## src/rtl/qpp_pkg.sv

```systemverilog
// Shared definitions for the QPP interleaver address generator.
// The ERR state exists only when QPP_CHECK_EN is defined.
package qpp_pkg;

    localparam int unsigned QPP_KW = 13;
    localparam int unsigned K_MIN  = 40;
    localparam int unsigned K_MAX  = 6144;

`ifdef QPP_CHECK_EN
    typedef enum logic [1:0] {
        ST_IDLE,
        ST_SETUP,
        ST_RUN,
        ST_ERR
    } qpp_state_e;
`else
    typedef enum logic [1:0] {
        ST_IDLE,
        ST_SETUP,
        ST_RUN
    } qpp_state_e;
`endif

endpackage

```

## src/rtl/qpp_mod_add.sv

```systemverilog
// Combinational (a + b) mod k for operands already reduced below k.
module qpp_mod_add #(
    parameter int unsigned W = 13
) (
    input  logic [W-1:0] a,
    input  logic [W-1:0] b,
    input  logic [W-1:0] k,
    output logic [W-1:0] y
);

    logic [W:0] sum;
    logic [W:0] kx;

    always_comb begin
        sum = {1'b0, a} + {1'b0, b};
        kx  = {1'b0, k};
        y   = (sum >= kx) ? W'(sum - kx) : W'(sum);
    end

endmodule

```

## src/rtl/qpp_addr_gen.sv

```systemverilog
// Sequential QPP interleaver address generator: pi(i) = (f1*i + f2*i^2) mod K
// via an add-only recursion. QPP_CHECK_EN adds parameter checks, err_o and ERR.
module qpp_addr_gen
    import qpp_pkg::*;
#(
    parameter int unsigned KW = QPP_KW
) (
    input  logic          clk,
    input  logic          rst,
    input  logic          start_i,
    input  logic [KW-1:0] k_i,
    input  logic [KW-1:0] f1_i,
    input  logic [KW-1:0] f2_i,
    output logic          busy_o,
    output logic [KW-1:0] addr_o,
    output logic [KW-1:0] idx_o,
    output logic          valid_o,
    input  logic          ready_i,
    output logic          last_o,
    output logic          done_o
`ifdef QPP_CHECK_EN
    ,
    output logic          err_o
`endif
);

    qpp_state_e state_q, state_d;

    logic [KW-1:0] k_q, k_d;
    logic [KW-1:0] f1_q, f1_d;
    logic [KW-1:0] f2_q, f2_d;
    logic [KW-1:0] g_q, g_d;
    logic [KW-1:0] d_q, d_d;
    logic [KW-1:0] pi_q, pi_d;
    logic [KW-1:0] idx_q, idx_d;
    logic          valid_q, valid_d;
    logic          last_q, last_d;
    logic          done_q, done_d;
    logic          busy_q, busy_d;
`ifdef QPP_CHECK_EN
    logic          err_q, err_d;
    logic          param_bad;
`endif

    logic [KW-1:0] pi_nxt;
    logic [KW-1:0] g_nxt;
    logic [KW-1:0] g0;
    logic [KW-1:0] g_a;
    logic [KW-1:0] g_b;
    logic [KW-1:0] idx_inc;
    logic [KW-1:0] k_m1;

    // The g-update adder doubles as the d = 2*f2 mod K adder during SETUP.
    assign g_a     = (state_q == ST_SETUP) ? f2_q : g_q;
    assign g_b     = (state_q == ST_SETUP) ? f2_q : d_q;
    assign idx_inc = idx_q + KW'(1);
    assign k_m1    = k_q - KW'(1);

    qpp_mod_add #(.W(KW)) u_pi_add (
        .a (pi_q),
        .b (g_q),
        .k (k_q),
        .y (pi_nxt)
    );

    qpp_mod_add #(.W(KW)) u_g_add (
        .a (g_a),
        .b (g_b),
        .k (k_q),
        .y (g_nxt)
    );

    qpp_mod_add #(.W(KW)) u_setup_add (
        .a (f1_q),
        .b (f2_q),
        .k (k_q),
        .y (g0)
    );

`ifdef QPP_CHECK_EN
    assign param_bad = (k_q < KW'(2)) || !f1_q[0] || f2_q[0] ||
                       (f1_q >= k_q) || (f2_q >= k_q);
`endif

    always_comb begin
        state_d = state_q;
        k_d     = k_q;
        f1_d    = f1_q;
        f2_d    = f2_q;
        g_d     = g_q;
        d_d     = d_q;
        pi_d    = pi_q;
        idx_d   = idx_q;
        valid_d = valid_q;
        last_d  = last_q;
        done_d  = 1'b0;
        busy_d  = busy_q;
`ifdef QPP_CHECK_EN
        err_d   = err_q;
`endif
        case (state_q)
            ST_IDLE: begin
                // A start coinciding with the done pulse is deliberately dropped.
                if (start_i && !done_q) begin
                    state_d = ST_SETUP;
                    k_d     = k_i;
                    f1_d    = f1_i;
                    f2_d    = f2_i;
                    busy_d  = 1'b1;
                end
            end
            ST_SETUP: begin
`ifdef QPP_CHECK_EN
                if (param_bad) begin
                    state_d = ST_ERR;
                    err_d   = 1'b1;
                end else
`endif
                if (k_q == '0) begin
                    state_d = ST_IDLE;
                    busy_d  = 1'b0;
                    done_d  = 1'b1;
                end else begin
                    state_d = ST_RUN;
                    g_d     = g0;
                    d_d     = g_nxt;
                    pi_d    = '0;
                    idx_d   = '0;
                    valid_d = 1'b1;
                    last_d  = (k_q == KW'(1));
                end
            end
            ST_RUN: begin
                if (valid_q && ready_i) begin
                    if (last_q) begin
                        state_d = ST_IDLE;
                        valid_d = 1'b0;
                        last_d  = 1'b0;
                        busy_d  = 1'b0;
                        done_d  = 1'b1;
                    end else begin
                        pi_d   = pi_nxt;
                        g_d    = g_nxt;
                        idx_d  = idx_inc;
                        last_d = (idx_inc == k_m1);
                    end
                end
            end
`ifdef QPP_CHECK_EN
            ST_ERR: begin
                state_d = ST_ERR;
            end
`endif
            default: begin
                state_d = ST_IDLE;
            end
        endcase
    end

    always_ff @(posedge clk) begin
        if (rst) begin
            state_q <= ST_IDLE;
            k_q     <= '0;
            f1_q    <= '0;
            f2_q    <= '0;
            g_q     <= '0;
            d_q     <= '0;
            pi_q    <= '0;
            idx_q   <= '0;
            valid_q <= 1'b0;
            last_q  <= 1'b0;
            done_q  <= 1'b0;
            busy_q  <= 1'b0;
`ifdef QPP_CHECK_EN
            err_q   <= 1'b0;
`endif
        end else begin
            state_q <= state_d;
            k_q     <= k_d;
            f1_q    <= f1_d;
            f2_q    <= f2_d;
            g_q     <= g_d;
            d_q     <= d_d;
            pi_q    <= pi_d;
            idx_q   <= idx_d;
            valid_q <= valid_d;
            last_q  <= last_d;
            done_q  <= done_d;
            busy_q  <= busy_d;
`ifdef QPP_CHECK_EN
            err_q   <= err_d;
`endif
        end
    end

    assign busy_o  = busy_q;
    assign addr_o  = pi_q;
    assign idx_o   = idx_q;
    assign valid_o = valid_q;
    assign last_o  = last_q;
    assign done_o  = done_q;
`ifdef QPP_CHECK_EN
    assign err_o   = err_q;
`endif

endmodule

```

## config.mk

```make
export PLATFORM = sky130hd
export DESIGN_NAME = qpp_addr_gen
export DESIGN_NICKNAME = d
export VERILOG_FILES = /design/src/rtl/qpp_pkg.sv /design/src/rtl/qpp_mod_add.sv /design/src/rtl/qpp_addr_gen.sv
export SDC_FILE = /design/constraint.sdc
export NUM_CORES = 1
export LEC_CHECK = 0
export BUFFER_PORTS_ARGS = -buffer_cell sky130_fd_sc_hd__buf_2
export CAP_MARGIN = 10
export CORE_MARGIN = 2
export CORE_UTILIZATION = 28
export CTS_CLUSTER_SIZE = 8
export DETAILED_ROUTE_END_ITERATION = 6
export SLEW_MARGIN = 15
export SYNTH_ARGS = -nofsm -noshare
export SYNTH_HDL_FRONTEND = slang
export SYNTH_SLANG_ARGS = --single-unit
export TNS_END_PERCENT = 5
```

## constraint.sdc

```tcl
create_clock -name clk -period 9.4 [get_ports clk]
set_input_delay 0.94 -clock clk [delete_from_list [all_inputs] [get_ports clk]]
set_output_delay 0.94 -clock clk [all_outputs]
set_load 0.05 [all_outputs]
```

-- After elaboration in Yosys (flattened, before gate mapping)
Cells that the tools add are included.
- add/subtract/negate cells: 8
- order comparisons: 3
- equal/unequal tests: 10
- multiplexer cells: 36
- bitwise logic cells: 1
- reduce and logical (&&, ||, !) cells: 14
- operators with widths (cell ; count):
    13-bit 2-to-1 mux ; 13
    13-bit one-hot mux with 2 select lines ; 3
    13-bit by 13-bit adder with 14-bit output ; 3
    14-bit by 13-bit greater-or-equal comparator with 1-bit output ; 3
    13-bit subtractor ; 3
    13-bit by 1-bit adder with 13-bit output, second input constant ; 1
    13-bit by 1-bit equality test with 1-bit output, second input constant ; 1
    13-bit equality test ; 1
    13-bit logical NOT ; 1
    13-bit by 1-bit subtractor with 13-bit output, second input constant ; 1
    1-bit 2-to-1 mux ; 11
    2-bit != test, second input constant ; 5
    2-bit 2-to-1 mux ; 4
    4-bit AND reduction ; 2
    1-bit one-hot mux with 2 select lines ; 3
    2-bit one-hot mux with 3 select lines ; 1
    3-bit AND reduction ; 2
    5-bit AND reduction ; 1
    2-bit AND reduction ; 2
    1-bit one-hot mux with 3 select lines ; 1
    3-bit nonzero test ; 1
    2-bit by 1-bit equality test with 1-bit output, second input constant ; 1
    2-bit equality test, second input constant ; 1
    1-bit logical AND ; 2
    5 further kinds ; 5
- flip-flop bits (word level): 97
- input port bits: 43
- output and inout port bits: 30
- logic and storage cells: 84

-- Depth between registers and ports, before layout
Gate-level depths: netlist of the first run.
- depth in word-level cells: 8
- depth in mapped cells: 23
- mapped depth without buffers: 20

-- Modules after synthesis
Synthesis of the first run repeated with hierarchy kept, for this count alone.
- cell total of the unflattened synthesis: 1159
- area, all modules: 8921.1 µm²
- by module, submodules not included (module ; times used ; cells each ; area an instance (µm²) ; seq. area each (µm²)):
    qpp_addr_gen ; 1 ; 578 ; 4593.2 ; 1941.9
    qpp_mod_add (u_g_add ...) ; 2 ; 191 ; 1428.9 ; 0.0
    qpp_mod_add (u_setup_add) ; 1 ; 199 ; 1470.2 ; 0.0

-- Worst setup path before layout of the first run
No wires, ideal clock.
- path kind: reg2reg
- start point: reg state_q[1]
- end point: reg d_q[6]
- setup time: 0.128 ns
- data arrival time: 5.086 ns
- data required time: 9.272 ns
- setup slack: 4.187 ns
- cell stages (with the launch flop): 22
- path buffers: 3
- clock period less this slack: 5.213 ns
- cell sequence: dfxtp_1 inv_1 ha_1 clkbuf_1 buf_1 mux2_2 ha_1 and3_1 a221o_1 nand2b_1 o21ai_0 xnor2_1 ha_1 nand4_1 a21oi_1 o41a_1 o311a_1 a2111oi_4 buf_6 mux2_2 a21oi_1 nor2_1
- word-level cells in the longest chain between the ends: 5
- elaborated cells between the ends (all ways): 8
- classes of those cells: 2 x add/sub; 1 x order compare; 1 x eq/ne; 3 x mux; 1 x reduce/logical
- ends and longest elaborated chain (element ; line ; RTL):
    start, declared ; qpp_addr_gen.sv:27 ; qpp_state_e state_q, state_d;
    start signal, assigned ; qpp_addr_gen.sv:178 ; state_q <= state_d;
    2-bit by 1-bit equality test with 1-bit output (*) ; qpp_addr_gen.sv:54, qpp_addr_gen.sv:55, qpp_addr_gen.sv:101 ;
    13-bit 2-to-1 mux, on equally long branches ; qpp_addr_gen.sv:54, qpp_addr_gen.sv:55 ;
    13-bit by 13-bit adder with 14-bit output ; qpp_mod_add.sv:15 ; sum = {1'b0, a} + {1'b0, b};
    13-bit subtractor or 14-bit by 13-bit greater-or-equal comparator with 1-bit output (tied branches) ; qpp_mod_add.sv:17 ; y = (sum >= kx) ? W'(sum - kx) : W'(sum);
    13-bit 2-to-1 mux ; qpp_mod_add.sv:17 ;
    end signal, assigned ; qpp_addr_gen.sv:167 ; d_q <= '0;
    end signal, assigned ; qpp_addr_gen.sv:183 ; d_q <= d_d;
    end, declared ; qpp_addr_gen.sv:33 ; logic [KW-1:0] d_q, d_d;
Every way passes the cells marked *; elsewhere a longest branch is shown, timed or not.
A chain may end at the register's enable or synchronous reset.

-- Final worst setup path of the first run
- start point: reg state_q[1]
- end point: reg g_q[10]
- word-level cells in the longest chain between the ends: 8
- elaborated cells between the ends (all ways): 16
- classes of those cells: 2 x add/sub; 1 x order compare; 5 x eq/ne; 6 x mux; 2 x reduce/logical
- ends and longest elaborated chain (element ; line ; RTL):
    2-bit by 1-bit equality test with 1-bit output ; qpp_addr_gen.sv:54, qpp_addr_gen.sv:55, qpp_addr_gen.sv:101 ;
    13-bit 2-to-1 mux, on equally long branches ; qpp_addr_gen.sv:54, qpp_addr_gen.sv:55 ;
    13-bit by 13-bit adder with 14-bit output ; qpp_mod_add.sv:15 ;
    13-bit subtractor or 14-bit by 13-bit greater-or-equal comparator with 1-bit output (tied branches) ; qpp_mod_add.sv:17 ;
    13-bit 2-to-1 mux ; qpp_mod_add.sv:17 ;
    13-bit 2-to-1 mux ; qpp_addr_gen.sv:135 ; if (last_q) begin
    13-bit 2-to-1 mux ; qpp_addr_gen.sv:134 ; if (valid_q && ready_i) begin
    13-bit one-hot mux with 2 select lines ; qpp_addr_gen.sv:101 ; case (state_q)
    end signal, assigned ; qpp_addr_gen.sv:182 ; g_q <= g_d;
    end, declared ; qpp_addr_gen.sv:32 ; logic [KW-1:0] g_q, g_d;
Parallel ways exist; a longest one is shown, timed or not. The select of a mux whose other input is x is not followed.

==> Implementation_results.wiki, run 1 <==
{| class="wikitable"
! Metric !! Value
|-
| Count of cells along the worst hold path || 2
|-
| Mapped cell area || 8450 um^2
|-
| First-pass DRT Iterations || 6
|-
| Row cnt || 63
|-
| Area of all sequential standard cells || 1940 um^2
|-
| Number of gates given a new drive strength after cts || 0
|-
| Crit. End Element || flip-flop
|-
| Post-DRT Antenna Nets || 0
|-
| Total via count in the routed design || 8117
|-
| Sequential area share after synthesis || 23.0%
|-
| Area growth from synthesis to layout || 12.8%
|-
| Final TNS setup || 0 ns
|-
| WL final || 26.7 mm
|-
| DR vias/cell || 5.29
|-
| Effective utilization at floorplan || 28.5%
|-
| Number of I/O pins || 73
|-
| Total setup violations reported at the end of the flow || 0
|-
| Post-synth EDFFs || 0
|-
| Clock buffers created by TritonCTS || 9
|-
| Clk buf depth || 2
|-
| Internal Power || 0.00123 W
|-
| Share of the clock period used by the worst path after layout || 61.2%
|-
| Die X || 178 um
|-
| DR WL/cell || 17.4 um
|-
| Top-area cell type share of the netlist area || 23.0%
|-
| Clock-pin slew on the worst setup and hold paths || 0.08 ns
|-
| Maximum frequency from static timing analysis || 174 MHz
|-
| Worst-Skew Late Latency || 0.36 ns
|-
| Worst min-delay path category || flip-flop to flip-flop
|-
| Library cell contributing the largest single delay on the critical path || a2111oi_4
|-
| Outcome || finished clean
|-
| YS warnings || 0
|-
| Hpwl dp || 20.1 mm
|-
| First DRT Iteration DRCs || 681
|-
| RSZ-0062 raised after global routing || false
|-
| Number of levels the H-tree was split into || 3
|-
| Antenna violations before repair || 0
|-
| Transition at the pin with the smallest max-transition slack || 1.22 ns
|-
| Core region area || 29600 um^2
|-
| Number of clock sinks || 97
|-
| Fraction of power spent switching nets || 44.6%
|-
| Number of max-cap violations || 0
|-
| Maximum number of pins on one net before global-route repair || 88
|-
| TritonCTS clock tree || built
|-
| Slew Limit Fails || 0
|-
| Height of the chip || 178 um
|-
| Post-layout min period || 5.75 ns
|-
| Port-buffer cells || 72
|-
| Number of distinct library cells after synthesis || 66
|-
| Post-route clock skew || 0.0121 ns
|-
| Leading post-synthesis cells by cell area || dfxtp_1 23%, ha_1 13%, xnor2_1 7.0%, a21oi_1 6.0%, nand2_1 5.9%
|-
| Average footprint of a synthesized cell || 7.81 um^2
|-
| Sequential fraction of design power || 22.1%
|-
| Die footprint || 31600 um^2
|-
| WP data required || 9.60 ns
|-
| Peak VDD IR || 0.000118 V
|-
| Root buffer cell || clkbuf_16
|-
| Number of failing hold endpoints at the final stage || 0
|-
| Power per Cell Area || 234 nW/um^2
|-
| Number of hold buffers added after cts || 0
|-
| Worst reg-to-reg path cell count || 19
|-
| P_sw || 0.000995 W
|-
| Fill cell count || 3268
|-
| Cells traversed along the worst timing path || inv_1 -> ha_1 -> mux2_2 -> ha_1 -> and3_1 -> a221o_1 -> nand2b_1 -> o21ai_0 -> xnor2_1 -> ha_1 -> nand4_1 -> a21oi_1 -> o41a_1 -> o311a_1 -> a2111oi_4 -> buf_4 -> mux2_2 -> a22oi_1 -> a21oi_1
|-
| Type of the setup path with the least slack || flip-flop to flip-flop
|-
| # diodes || 0
|-
| Wire length of the first global-routing pass || 41.1 mm
|-
| Post-route DRC || 0
|-
| Fraction of layout cells with a size suffix above 1 || 12.2%
|-
| Proportion of power drawn by combinational gates || 59.5%
|-
| P_leak || 4.07 nW
|-
| Net count of the finished layout || 1275
|-
| Biggest cell delay along the critical path || 0.66 ns
|-
| Instance count of the mapped netlist || 1082
|-
| Tot GR Track Use || 16.8%
|-
| Worst slew margin relative to its limit || 18.7%
|-
| Number of register bits inferred by synthesis || 97
|-
| Async SR Flop Fraction || 0%
|-
| Final weighted congestion in routability-driven placement || 0.871
|-
| Maximum fanout along the worst path || 9
|-
| Syn nets || 1218
|-
| Multi-input combinational cell area || 6150 um^2
|-
| Postcts setup bufs || 0
|-
| GRT Residual Overflow || 0
|-
| Part of the total power dissipated in the clock network || 18.5%
|-
| Via count of the first global-routing pass || 7507
|-
| Critical Path Start Type || flip-flop
|-
| CP most frequent cell || ha_1
|-
| Flip-flop cell with the highest count after synthesis || dfxtp_1
|-
| Arrival time worst endpoint || 5.95 ns
|-
| Pwr Total || 0.00223 W
|-
| Top cell type by total area after synthesis || dfxtp_1
|}
synthesized netlist by cell type, drive strengths merged (24+ instances only):
library cell,instances
nand2,132
a21oi,104
dfxtp,97
ha,87
nor2,76
xnor2,68
inv,56
o21ai,56
nor3,37
nand3,31
mux2i,25
a21o,24
critical path, delay by kind of cell (launching register included):
| family | cells | cell delay (ns) |
|---|---|---|
| compound gates | 8 | 2.28 |
| mux | 2 | 0.76 |
| simple gates | 3 | 0.47 |
| flops | 1 | 0.35 |
| fa+ha+maj | 3 | 1.13 |
| buf+inv | 2 | 0.43 |
| xor+xnor | 1 | 0.17 |
through the flow:
stage                     cell area (um^2)  worst slack, ns  hold WS (ns)  std cells  util, %
after floorplan                       8450             4.19         0.441       1082        -
after global placement                9220             3.86         0.449       1518     31.1
after detailed placement              9220             3.69         0.452       1518     31.1
after CTS                             9530             3.65         0.465       1534     32.1
after global routing                  9530             3.33         0.490       1534     32.1
final                                 9530             3.65         0.464       1534     32.1
layout by cell type (no fill, tap or decap), types with 10 or more instances in the layout:
| cell type | instances |
|---|---|
| buf_2 | 72 |
| and3_1 | 10 |
| o31ai_1 | 13 |
| nor2b_1 | 16 |
| mux2i_1 | 25 |
| o21ai_0 | 55 |
| nor2_1 | 76 |
| nand2b_1 | 11 |
| o21a_1 | 16 |
| ha_1 | 87 |
| nand4_1 | 13 |
| a211oi_1 | 11 |
| a21o_1 | 24 |
| xor2_1 | 17 |
| nand2_1 | 132 |
| xnor2_1 | 68 |
| a22oi_1 | 11 |
| nand3_1 | 31 |
| nand3b_1 | 11 |
| mux2_2 | 22 |
| nor3_1 | 36 |
| a21oi_1 | 102 |
| inv_1 | 56 |
| dfxtp_1 | 97 |
kinds of logic (layout without fill, tap and decap cells):
logic type | count (synthesis) | in the layout | share of synthesized area, %
flip-flops | 97 | 97 | 23.0
AO/OA/AOI/OAI | 296 | 296 | 22.6
AND/OR/NAND/NOR | 373 | 373 | 21.1
multiplexers | 47 | 47 | 5.89
adder cells (fa/ha/maj) | 93 | 93 | 14.3
XOR/XNOR | 85 | 85 | 8.81
buffers and inverters | 91 | 153 | 4.35
final cells by class:
class                      instances  area share [%]
inverter                          56            2.21
multi-input combinational        894            64.5
clock inverter                     7           0.919
clock buffer                       9            2.36
timing repair buffer              81            4.49
sequential                        97            20.4
tap                              390            5.12
power by group through the flow:
stage,sequential (W),clock [W],combinational (W)
6_report,0.000491,0.000412,0.00133
5_1_grt,0.000496,0.000433,0.00145
4_1_cts,0.000491,0.000420,0.00131
3_5_place_dp,0.000501,0,0.00130
3_3_place_gp,0.000501,0,0.00129
2_1_floorplan,0.000488,0,0.00104
flip-flops by register name, indices dropped and copies added, names as in the netlist:
signal,flops
k_q,13
idx_o,13
f1_q,13
d_q,13
done_o,1
f2_q,13
g_q,13
addr_o,13
valid_o,1
busy_o,1
last_o,1
state_q,2
worst paths after layout:
| path | slack [ns] | start | to |
|---|---|---|---|
| setup / recovery | 3.65 | state_q[1]$_SDFFE_PP0P_ | g_q[10]$_SDFFE_PP0P_ |
| hold / removal | 0.46 | f1_q[11]$_SDFFE_PP0P_ | f1_q[11]$_SDFFE_PP0P_ |
| setup reg to reg | 3.65 | state_q[1]$_SDFFE_PP0P_ | g_q[10]$_SDFFE_PP0P_ |
| hold reg to reg | 0.46 | f1_q[11]$_SDFFE_PP0P_ | f1_q[11]$_SDFFE_PP0P_ |
layer usage:
layer	wire length (um)	GRT usage, %	vias up
met5	0	0	-
met4	785	6.86	0
met3	1600	2.34	43
met2	11500	26.0	241
met1	12800	23.5	3827
li1	-	-	4006
Note: power is estimated with default switching activity, not from simulation.
==> run 2: changes to the inputs <==
==> constraint.sdc (replaced) <==
create_clock -name clk -period 4.75 [get_ports clk]
set_input_delay 0.475 -clock clk [delete_from_list [all_inputs] [get_ports clk]]
set_output_delay 0.475 -clock clk [all_outputs]
set_load 0.05 [all_outputs]
==> Implementation_results.wiki, run 2 (synthesized netlist as in run 1, its figures left out) <==
{| class="wikitable"
! Metric !! Value
|-
| Worst slew margin relative to its limit || 14.1% (was 18.7%)
|-
| Number of hold buffers added after cts || 0 (unchanged)
|-
| Via count of the first global-routing pass || 7720 (was 7507)
|-
| Maximum number of pins on one net before global-route repair || 46 (was 88)
|-
| Cell class contributing the biggest share of worst-path delay || compound AO/OA/AOI/OAI gates (unchanged)
|-
| Clk buf depth || 2 (unchanged)
|-
| Effective utilization at floorplan || 28.5% (unchanged)
|-
| Crit. End Element || flip-flop (unchanged)
|-
| Number of levels the H-tree was split into || 3 (unchanged)
|-
| Library cell contributing the largest single delay on the critical path || o41a_1 (was a2111oi_4)
|-
| Number of I/O pins || 73 (unchanged)
|-
| Power per Cell Area || 498 nW/um^2 (was 234 nW/um^2)
|-
| Utilization after layout || 34.8% (was 32.1%)
|-
| Maximum fanout along the worst path || 8 (was 9)
|-
| Hpwl dp || 20.9 mm (was 20.1 mm)
|-
| Number of clock sinks || 97 (unchanged)
|-
| Worst-Skew Late Latency || 0.37 ns (was 0.36 ns)
|-
| GRT Residual Overflow || 0 (unchanged)
|-
| Net count of the finished layout || 1324 (was 1275)
|-
| Pwr Total || 0.00513 W (was 0.00223 W)
|-
| DR WL/cell || 17.5 um (was 17.4 um)
|-
| Highest-count cells in the layout ignoring fill and taps || 130 x nand2_1, 98 x a21oi_1, 95 x dfxtp_1, 77 x ha_1 (was 132 x nand2_1, 102 x a21oi_1, 97 x dfxtp_1, 87 x ha_1, 76 x nor2_1)
|-
| Final worst hold slack || 0.336 ns (was 0.464 ns)
|-
| TritonCTS clock tree || built (unchanged)
|-
| Die X || 178 um (unchanged)
|-
| Area growth from synthesis to layout || 21.9% (was 12.8%)
|-
| # diodes || 0 (unchanged)
|-
| Bufs and invs on worst path || 5 (was 2)
|-
| Die footprint || 31600 um^2 (unchanged)
|-
| Fraction of layout cells with a size suffix above 1 || 19.9% (was 12.2%)
|-
| Post-route clock skew || 0.0160 ns (was 0.0121 ns)
|-
| Outcome || finished clean (unchanged)
|-
| Worst min-delay path category || input pin to flip-flop (was flip-flop to flip-flop)
|-
| WL final || 27.8 mm (was 26.7 mm)
|-
| Wire length of the first global-routing pass || 42.8 mm (was 41.1 mm)
|-
| Cell Count, Final, Fillers Out || 1583 (was 1534)
|-
| Transition at the pin with the smallest max-transition slack || 1.29 ns (was 1.22 ns)
|-
| Core region area || 29600 um^2 (unchanged)
|-
| WP data required || 4.98 ns (was 9.60 ns)
|-
| # placed instances || 1546 (was 1518)
|-
| Share of the clock period used by the worst path after layout || 98.3% (was 61.2%)
|-
| Most common cell after layout, fill and taps aside || nand2_1 (unchanged)
|-
| Total setup violations reported at the end of the flow || 0 (unchanged)
|-
| Height of the chip || 178 um (unchanged)
|-
| Post-layout min period || 4.67 ns (was 5.75 ns)
|-
| Root buffer cell || clkbuf_16 (unchanged)
|-
| First DRT Iteration DRCs || 677 (was 681)
|-
| Slew Limit Fails || 0 (unchanged)
|-
| Clock buffers created by TritonCTS || 9 (unchanged)
|-
| Post-route DRC || 0 (unchanged)
|-
| Post-DRT Antenna Nets || 0 (unchanged)
|-
| Maximum frequency from static timing analysis || 214 MHz (was 174 MHz)
|-
| Final weighted congestion in routability-driven placement || 0.866 (was 0.871)
|-
| Number of failing hold endpoints at the final stage || 0 (unchanged)
|-
| Row cnt || 63 (unchanged)
|-
| Fill cell count || 3158 (was 3268)
|-
| Number of max-cap violations || 0 (unchanged)
|-
| Arrival time worst endpoint || 4.90 ns (was 5.95 ns)
|-
| Antenna violations before repair || 0 (unchanged)
|-
| Port-buffer cells || 72 (unchanged)
|-
| Biggest cell delay along the critical path || 0.39 ns (was 0.66 ns)
|-
| Critical Path Start Type || flip-flop (unchanged)
|-
| Cells traversed along the worst timing path || inv_4 -> ha_4 -> buf_12 -> buf_16 -> nand2_4 -> o21ai_1 -> ha_1 -> and3_1 -> a221o_1 -> nor2_2 -> xnor2_2 -> ha_4 -> buf_6 -> nand4_1 -> a21oi_2 -> o41a_1 -> o311a_1 -> a2111oi_4 -> buf_6 -> mux2i_2 -> a2bb2oi_1 -> a21oi_1 (was inv_1 -> ha_1 -> mux2_2 -> ha_1 -> and3_1 -> a221o_1 -> nand2b_1 -> o21ai_0 -> xnor2_1 -> ha_1 -> nand4_1 -> a21oi_1 -> o41a_1 -> o311a_1 -> a2111oi_4 -> buf_4 -> mux2_2 -> a22oi_1 -> a21oi_1)
|-
| First-pass DRT Iterations || 5 (was 6)
|-
| Peak VDD IR || 0.000345 V (was 0.000118 V)
|-
| Tot GR Track Use || 17.4% (was 16.8%)
|-
| Clock-pin slew on the worst setup and hold paths || 0.09 ns (was 0.08 ns)
|-
| DR vias/cell || 5.25 (was 5.29)
|-
| RSZ-0062 raised after global routing || true (was false)
|-
| Total via count in the routed design || 8316 (was 8117)
|-
| Type of the setup path with the least slack || flip-flop to flip-flop (unchanged)
|-
| P_leak || 4.39 nW (was 4.07 nW)
|}
==> run 2: cell count changes in the layout (fill, tap and decap cells not counted), sizes merged <==
cell,previous run,this run
inv,59,60
bufinv,1,0
buf,81,130
==> run 2: layout make-up <==
cell class | instances | area [um^2] | share of cell area [%]
multi-input combinational | 894 | 6500 | 63.1
sequential | 97 | 1940 | 18.9
timing repair buffer | 130 | 863 | 8.38
tap | 390 | 488 | 4.74
clock buffer | 9 | 225 | 2.19
inverter | 56 | 213 | 2.06
clock inverter | 7 | 67.6 | 0.656
==> run 2: worst paths after layout <==
path,startpoint,end,slack [ns],cells past startpoint
worst max-delay path,state_q[1]$_SDFFE_PP0P_,g_q[8]$_SDFFE_PP0P_,0.08,22
worst min-delay path,k_i[9],k_q[9]$_SDFFE_PP0P_,0.34,3
worst max register to register,state_q[1]$_SDFFE_PP0P_,g_q[8]$_SDFFE_PP0P_,0.08,22
worst min register to register,f1_q[2]$_SDFFE_PP0P_,f1_q[2]$_SDFFE_PP0P_,0.46,2
==> run 2: metrics by stage <==
step | setup slack (ns) | instance area (um^2) | setup TNS [ns]
3_3_place_gp | -0.0463 | 9440 | -0.0861
3_5_place_dp | -0.0964 | 9440 | -0.528
2_1_floorplan | 0.00433 | 8460 | 0
6_report | 0.0793 | 10300 | 0
4_1_cts | -0.0374 | 9950 | -0.297
5_1_grt | -0.0911 | 10300 | -0.943
==> run 2: power breakdown <==
part	switching [W]	internal, W
sequential	0.0000862	0.000888
clock	0.000389	0.000371
combinational	0.00177	0.00162
==> run 2: timing repair <==
action / 4_1_cts / 5_1_grt
cloned: 1 / 0
setup buffers: 11 / 9
resized for setup: 29 / 53
pin swaps: 21 / 29
endpoints found under the hold margin: 0 / 0
endpoints found under the setup margin: 17 / 26
==> run 2: tightest hold or removal path, cell delays in order <==
cell     delay (ns)
buf_2          0.10
nand2_1        0.04
a21oi_1        0.05
==> run 2: metal layers <==
layer  track usage, %  vias up  routed length (um)
met5                0        -                   0
met4             5.84        0                 538
met3             2.53       31                1390
met2             27.6      209               12700
met1             24.2     3966               13100
li1                 -     4110                   -
==> run 3: changes to the inputs <==
--- a/config.mk
+++ b/config.mk
@@ -9,7 +9,7 @@
 export CAP_MARGIN = 10
 export CORE_MARGIN = 2
 export CORE_UTILIZATION = 28
-export CTS_CLUSTER_SIZE = 8
+export CTS_CLUSTER_SIZE = 16
 export DETAILED_ROUTE_END_ITERATION = 6
 export SLEW_MARGIN = 15
 export SYNTH_ARGS = -nofsm -noshare
==> constraint.sdc (replaced) <==
create_clock -name clk -period 4.8 [get_ports clk]
set_input_delay 0.48 -clock clk [delete_from_list [all_inputs] [get_ports clk]]
set_output_delay 0.48 -clock clk [all_outputs]
set_load 0.05 [all_outputs]
==> Implementation_results.wiki, run 3 (synthesized netlist as in run 1, its figures left out) <==
{| class="wikitable"
! Metric !! Value
|-
| Outcome || finished clean (unchanged)
|-
| Worst slew margin relative to its limit || 26.3% (was 14.1%)
|-
| Tot GR Track Use || 17.3% (was 17.4%)
|-
| WP data required || 5.01 ns (was 4.98 ns)
|-
| Register-to-register path setup slack || 0.03 ns (was 0.08 ns)
|-
| WL final || 27.1 mm (was 27.8 mm)
|-
| Library cell contributing the largest single delay on the critical path || o41a_1 (unchanged)
|-
| Post-detailed-placement cell area || 9470 um^2 (was 9440 um^2)
|-
| Clk buf depth || 2 (unchanged)
|-
| Total setup violations reported at the end of the flow || 0 (unchanged)
|-
| Final weighted congestion in routability-driven placement || 0.915 (was 0.866)
|-
| # diodes || 0 (unchanged)
|-
| Post-layout instance area || 9850 um^2 (was 10300 um^2)
|-
| Worst reg-to-reg path cell count || 22 (unchanged)
|-
| Area growth from synthesis to layout || 16.6% (was 21.9%)
|-
| Highest-count cells in the layout ignoring fill and taps || 132 x nand2_1, 102 x a21oi_1, 96 x dfxtp_1, 83 x ha_1, 76 x nor2_1 (was 130 x nand2_1, 98 x a21oi_1, 95 x dfxtp_1, 77 x ha_1)
|-
| Post-DRT Antenna Nets || 0 (unchanged)
|-
| Worst-Skew Late Latency || 0.36 ns (was 0.37 ns)
|-
| Effective utilization at floorplan || 28.5% (unchanged)
|-
| Fraction of layout cells with a size suffix above 1 || 15.4% (was 19.9%)
|-
| Maximum fanout along the worst path || 25 (was 8)
|-
| Post-layout min period || 4.77 ns (was 4.67 ns)
|-
| Core region area || 29600 um^2 (unchanged)
|-
| First DRT Iteration DRCs || 620 (was 677)
|-
| Hpwl dp || 20.9 mm (about the same)
|-
| Via count of the first global-routing pass || 7833 (was 7720)
|-
| Crit. End Element || flip-flop (unchanged)
|-
| Type of the setup path with the least slack || flip-flop to flip-flop (unchanged)
|-
| Startpoint of the most critical hold path || f1_i[9] (was k_i[9])
|-
| RSZ-0062 raised after global routing || true (unchanged)
|-
| Worst r2r src || state_q[1]$_SDFFE_PP0P_ (unchanged)
|-
| Total via count in the routed design || 8226 (was 8316)
|-
| Number of levels the H-tree was split into || 3 (unchanged)
|-
| Net count of the finished layout || 1307 (was 1324)
|-
| Bufs and invs on worst path || 4 (was 5)
|-
| Number of max-cap violations || 0 (unchanged)
|-
| Most common cell after layout, fill and taps aside || nand2_1 (unchanged)
|-
| Cell class contributing the biggest share of worst-path delay || compound AO/OA/AOI/OAI gates (unchanged)
|-
| First-pass DRT Iterations || 5 (unchanged)
|-
| Critical Path Start Type || flip-flop (unchanged)
|-
| Biggest cell delay along the critical path || 0.39 ns (about the same)
|-
| DR WL/cell || 17.3 um (was 17.5 um)
|-
| Count of cells along the worst hold path || 3 (unchanged)
|-
| Transition at the pin with the smallest max-transition slack || 1.10 ns (was 1.29 ns)
|-
| DR vias/cell || 5.25 (about the same)
|-
| Height of the chip || 178 um (unchanged)
|-
| Clock-pin slew on the worst setup and hold paths || 0.08 ns (was 0.09 ns)
|-
| Worst min-delay path category || input pin to flip-flop (unchanged)
|-
| Worst hold endpoint || f1_q[9]$_SDFFE_PP0P_ (was k_q[9]$_SDFFE_PP0P_)
|-
| Maximum frequency from static timing analysis || 209 MHz (was 214 MHz)
|-
| Arrival time worst endpoint || 4.98 ns (was 4.90 ns)
|-
| Number of failing hold endpoints at the final stage || 0 (unchanged)
|-
| Die X || 178 um (unchanged)
|-
| Number of hold buffers added after cts || 0 (unchanged)
|-
| Root buffer cell || clkbuf_16 (unchanged)
|-
| Worst flop-to-flop path endpoint || g_q[1]$_SDFFE_PP0P_ (was g_q[8]$_SDFFE_PP0P_)
|-
| Number of I/O pins || 73 (unchanged)
|-
| Fill cell count || 3218 (was 3158)
|-
| Port-buffer cells || 72 (unchanged)
|-
| Maximum number of pins on one net before global-route repair || 48 (was 46)
|-
| Share of the clock period used by the worst path after layout || 99.5% (was 98.3%)
|-
| Setup Slack @ Placement || -0.0981 ns (was -0.0964 ns)
|-
| Row cnt || 63 (unchanged)
|-
| Clock buffers created by TritonCTS || 9 (unchanged)
|-
| Slew Limit Fails || 0 (unchanged)
|-
| Die footprint || 31600 um^2 (unchanged)
|-
| Post-route clock skew || 0.00972 ns (was 0.0160 ns)
|-
| Crit path setup slack, layout || 0.0253 ns (was 0.0793 ns)
|-
| Antenna violations before repair || 0 (unchanged)
|-
| GRT Residual Overflow || 0 (unchanged)
|-
| Wire length of the first global-routing pass || 42.6 mm (was 42.8 mm)
|-
| TritonCTS clock tree || built (unchanged)
|-
| Power per Cell Area || 476 nW/um^2 (was 498 nW/um^2)
|-
| Peak VDD IR || 0.000266 V (was 0.000345 V)
|-
| P_leak || 4.23 nW (was 4.39 nW)
|-
| Cells traversed along the worst timing path || inv_2 -> ha_4 -> buf_12 -> mux2_4 -> ha_1 -> inv_1 -> fa_2 -> nor2b_2 -> o31a_1 -> o21a_1 -> nor2_1 -> xnor2_1 -> ha_1 -> nand4_1 -> a21oi_1 -> o41a_1 -> o311a_1 -> a2111oi_4 -> buf_12 -> mux2_2 -> a22oi_1 -> a21oi_1 (was inv_4 -> ha_4 -> buf_12 -> buf_16 -> nand2_4 -> o21ai_1 -> ha_1 -> and3_1 -> a221o_1 -> nor2_2 -> xnor2_2 -> ha_4 -> buf_6 -> nand4_1 -> a21oi_2 -> o41a_1 -> o311a_1 -> a2111oi_4 -> buf_6 -> mux2i_2 -> a2bb2oi_1 -> a21oi_1)
|-
| Post-route DRC || 0 (unchanged)
|-
| Number of clock sinks || 97 (unchanged)
|}
==> run 3: changes by cell type in the layout (fill, tap and decap cells not counted), sizes merged <==
cell  delta
buf     -17
==> run 3: report_power, final <==
group,switching (W),internal [W]
registers,0.0000834,0.000878
logic,0.00161,0.00137
clock network,0.000377,0.000368
==> run 3: cell type report <==
cell class	instances	area [um^2]	area share (%)
Clock buffer	9	225	2.29
Clock inverter	7	70.1	0.711
Inverter	56	210	2.13
Multi-Input combinational cell	894	6220	63.2
Sequential cell	97	1940	19.7
Tap cell	390	488	4.95
Timing Repair Buffer	113	693	7.04
==> run 3: metal layers <==
layer  track usage [%]  share of wire (%)
met1              23.4                 47
met2              27.0                 44
met3              3.30                6.1
met4              6.59                3.1
met5                 0                  0
==> run 3: how the worst max path moves through the flow <==
stage / from / to / slack [ns] / cells past startpoint
floorplan: state_q[1]$_SDFFE_PP0P_ / d_q[6]$_SDFFE_PP0P_ / 0.03 / 21
global placement: state_q[1]$_SDFFE_PP0P_ / g_q[3]$_SDFFE_PP0P_ / 0.007 / 20
detailed placement: state_q[1]$_SDFFE_PP0P_ / g_q[10]$_SDFFE_PP0P_ / -0.1 / 20
CTS: state_q[1]$_SDFFE_PP0P_ / g_q[1]$_SDFFE_PP0P_ / 0.02 / 20
global route: state_q[1]$_SDFFE_PP0P_ / g_q[3]$_SDFFE_PP0P_ / -0.19 / 21
finish: state_q[1]$_SDFFE_PP0P_ / g_q[1]$_SDFFE_PP0P_ / 0.03 / 22
==> run 3: repair_timing <==
item	in CTS	in global routing
hold endpoints to repair	0	0
resized for setup	7	9
pin swaps	0	2
setup buffers	1	1
setup endpoints to repair	15	25
==> run 3: worst min-delay path: cells and delay by family <==
kind	cells	cell delay, ns
buffers and inverters	1	0.09
AND/OR/NAND/NOR	1	0.05
AO/OA/AOI/OAI	1	0.05
==> run 3: metrics by stage <==
step / setup TNS, ns / total power (W) / util [%] / instances / hold WS [ns]
floorplan: 0 / 0.00298 / - / 1082 / 0.441
global placement: 0 / 0.00379 / 31.9 / 1548 / 0.452
detailed placement: -0.623 / 0.00381 / 31.9 / 1548 / 0.454
CTS: 0 / 0.00461 / 33.1 / 1565 / 0.341
global route: -2.68 / 0.00503 / 33.2 / 1566 / 0.355
finish: 0 / 0.00469 / 33.2 / 1566 / 0.347
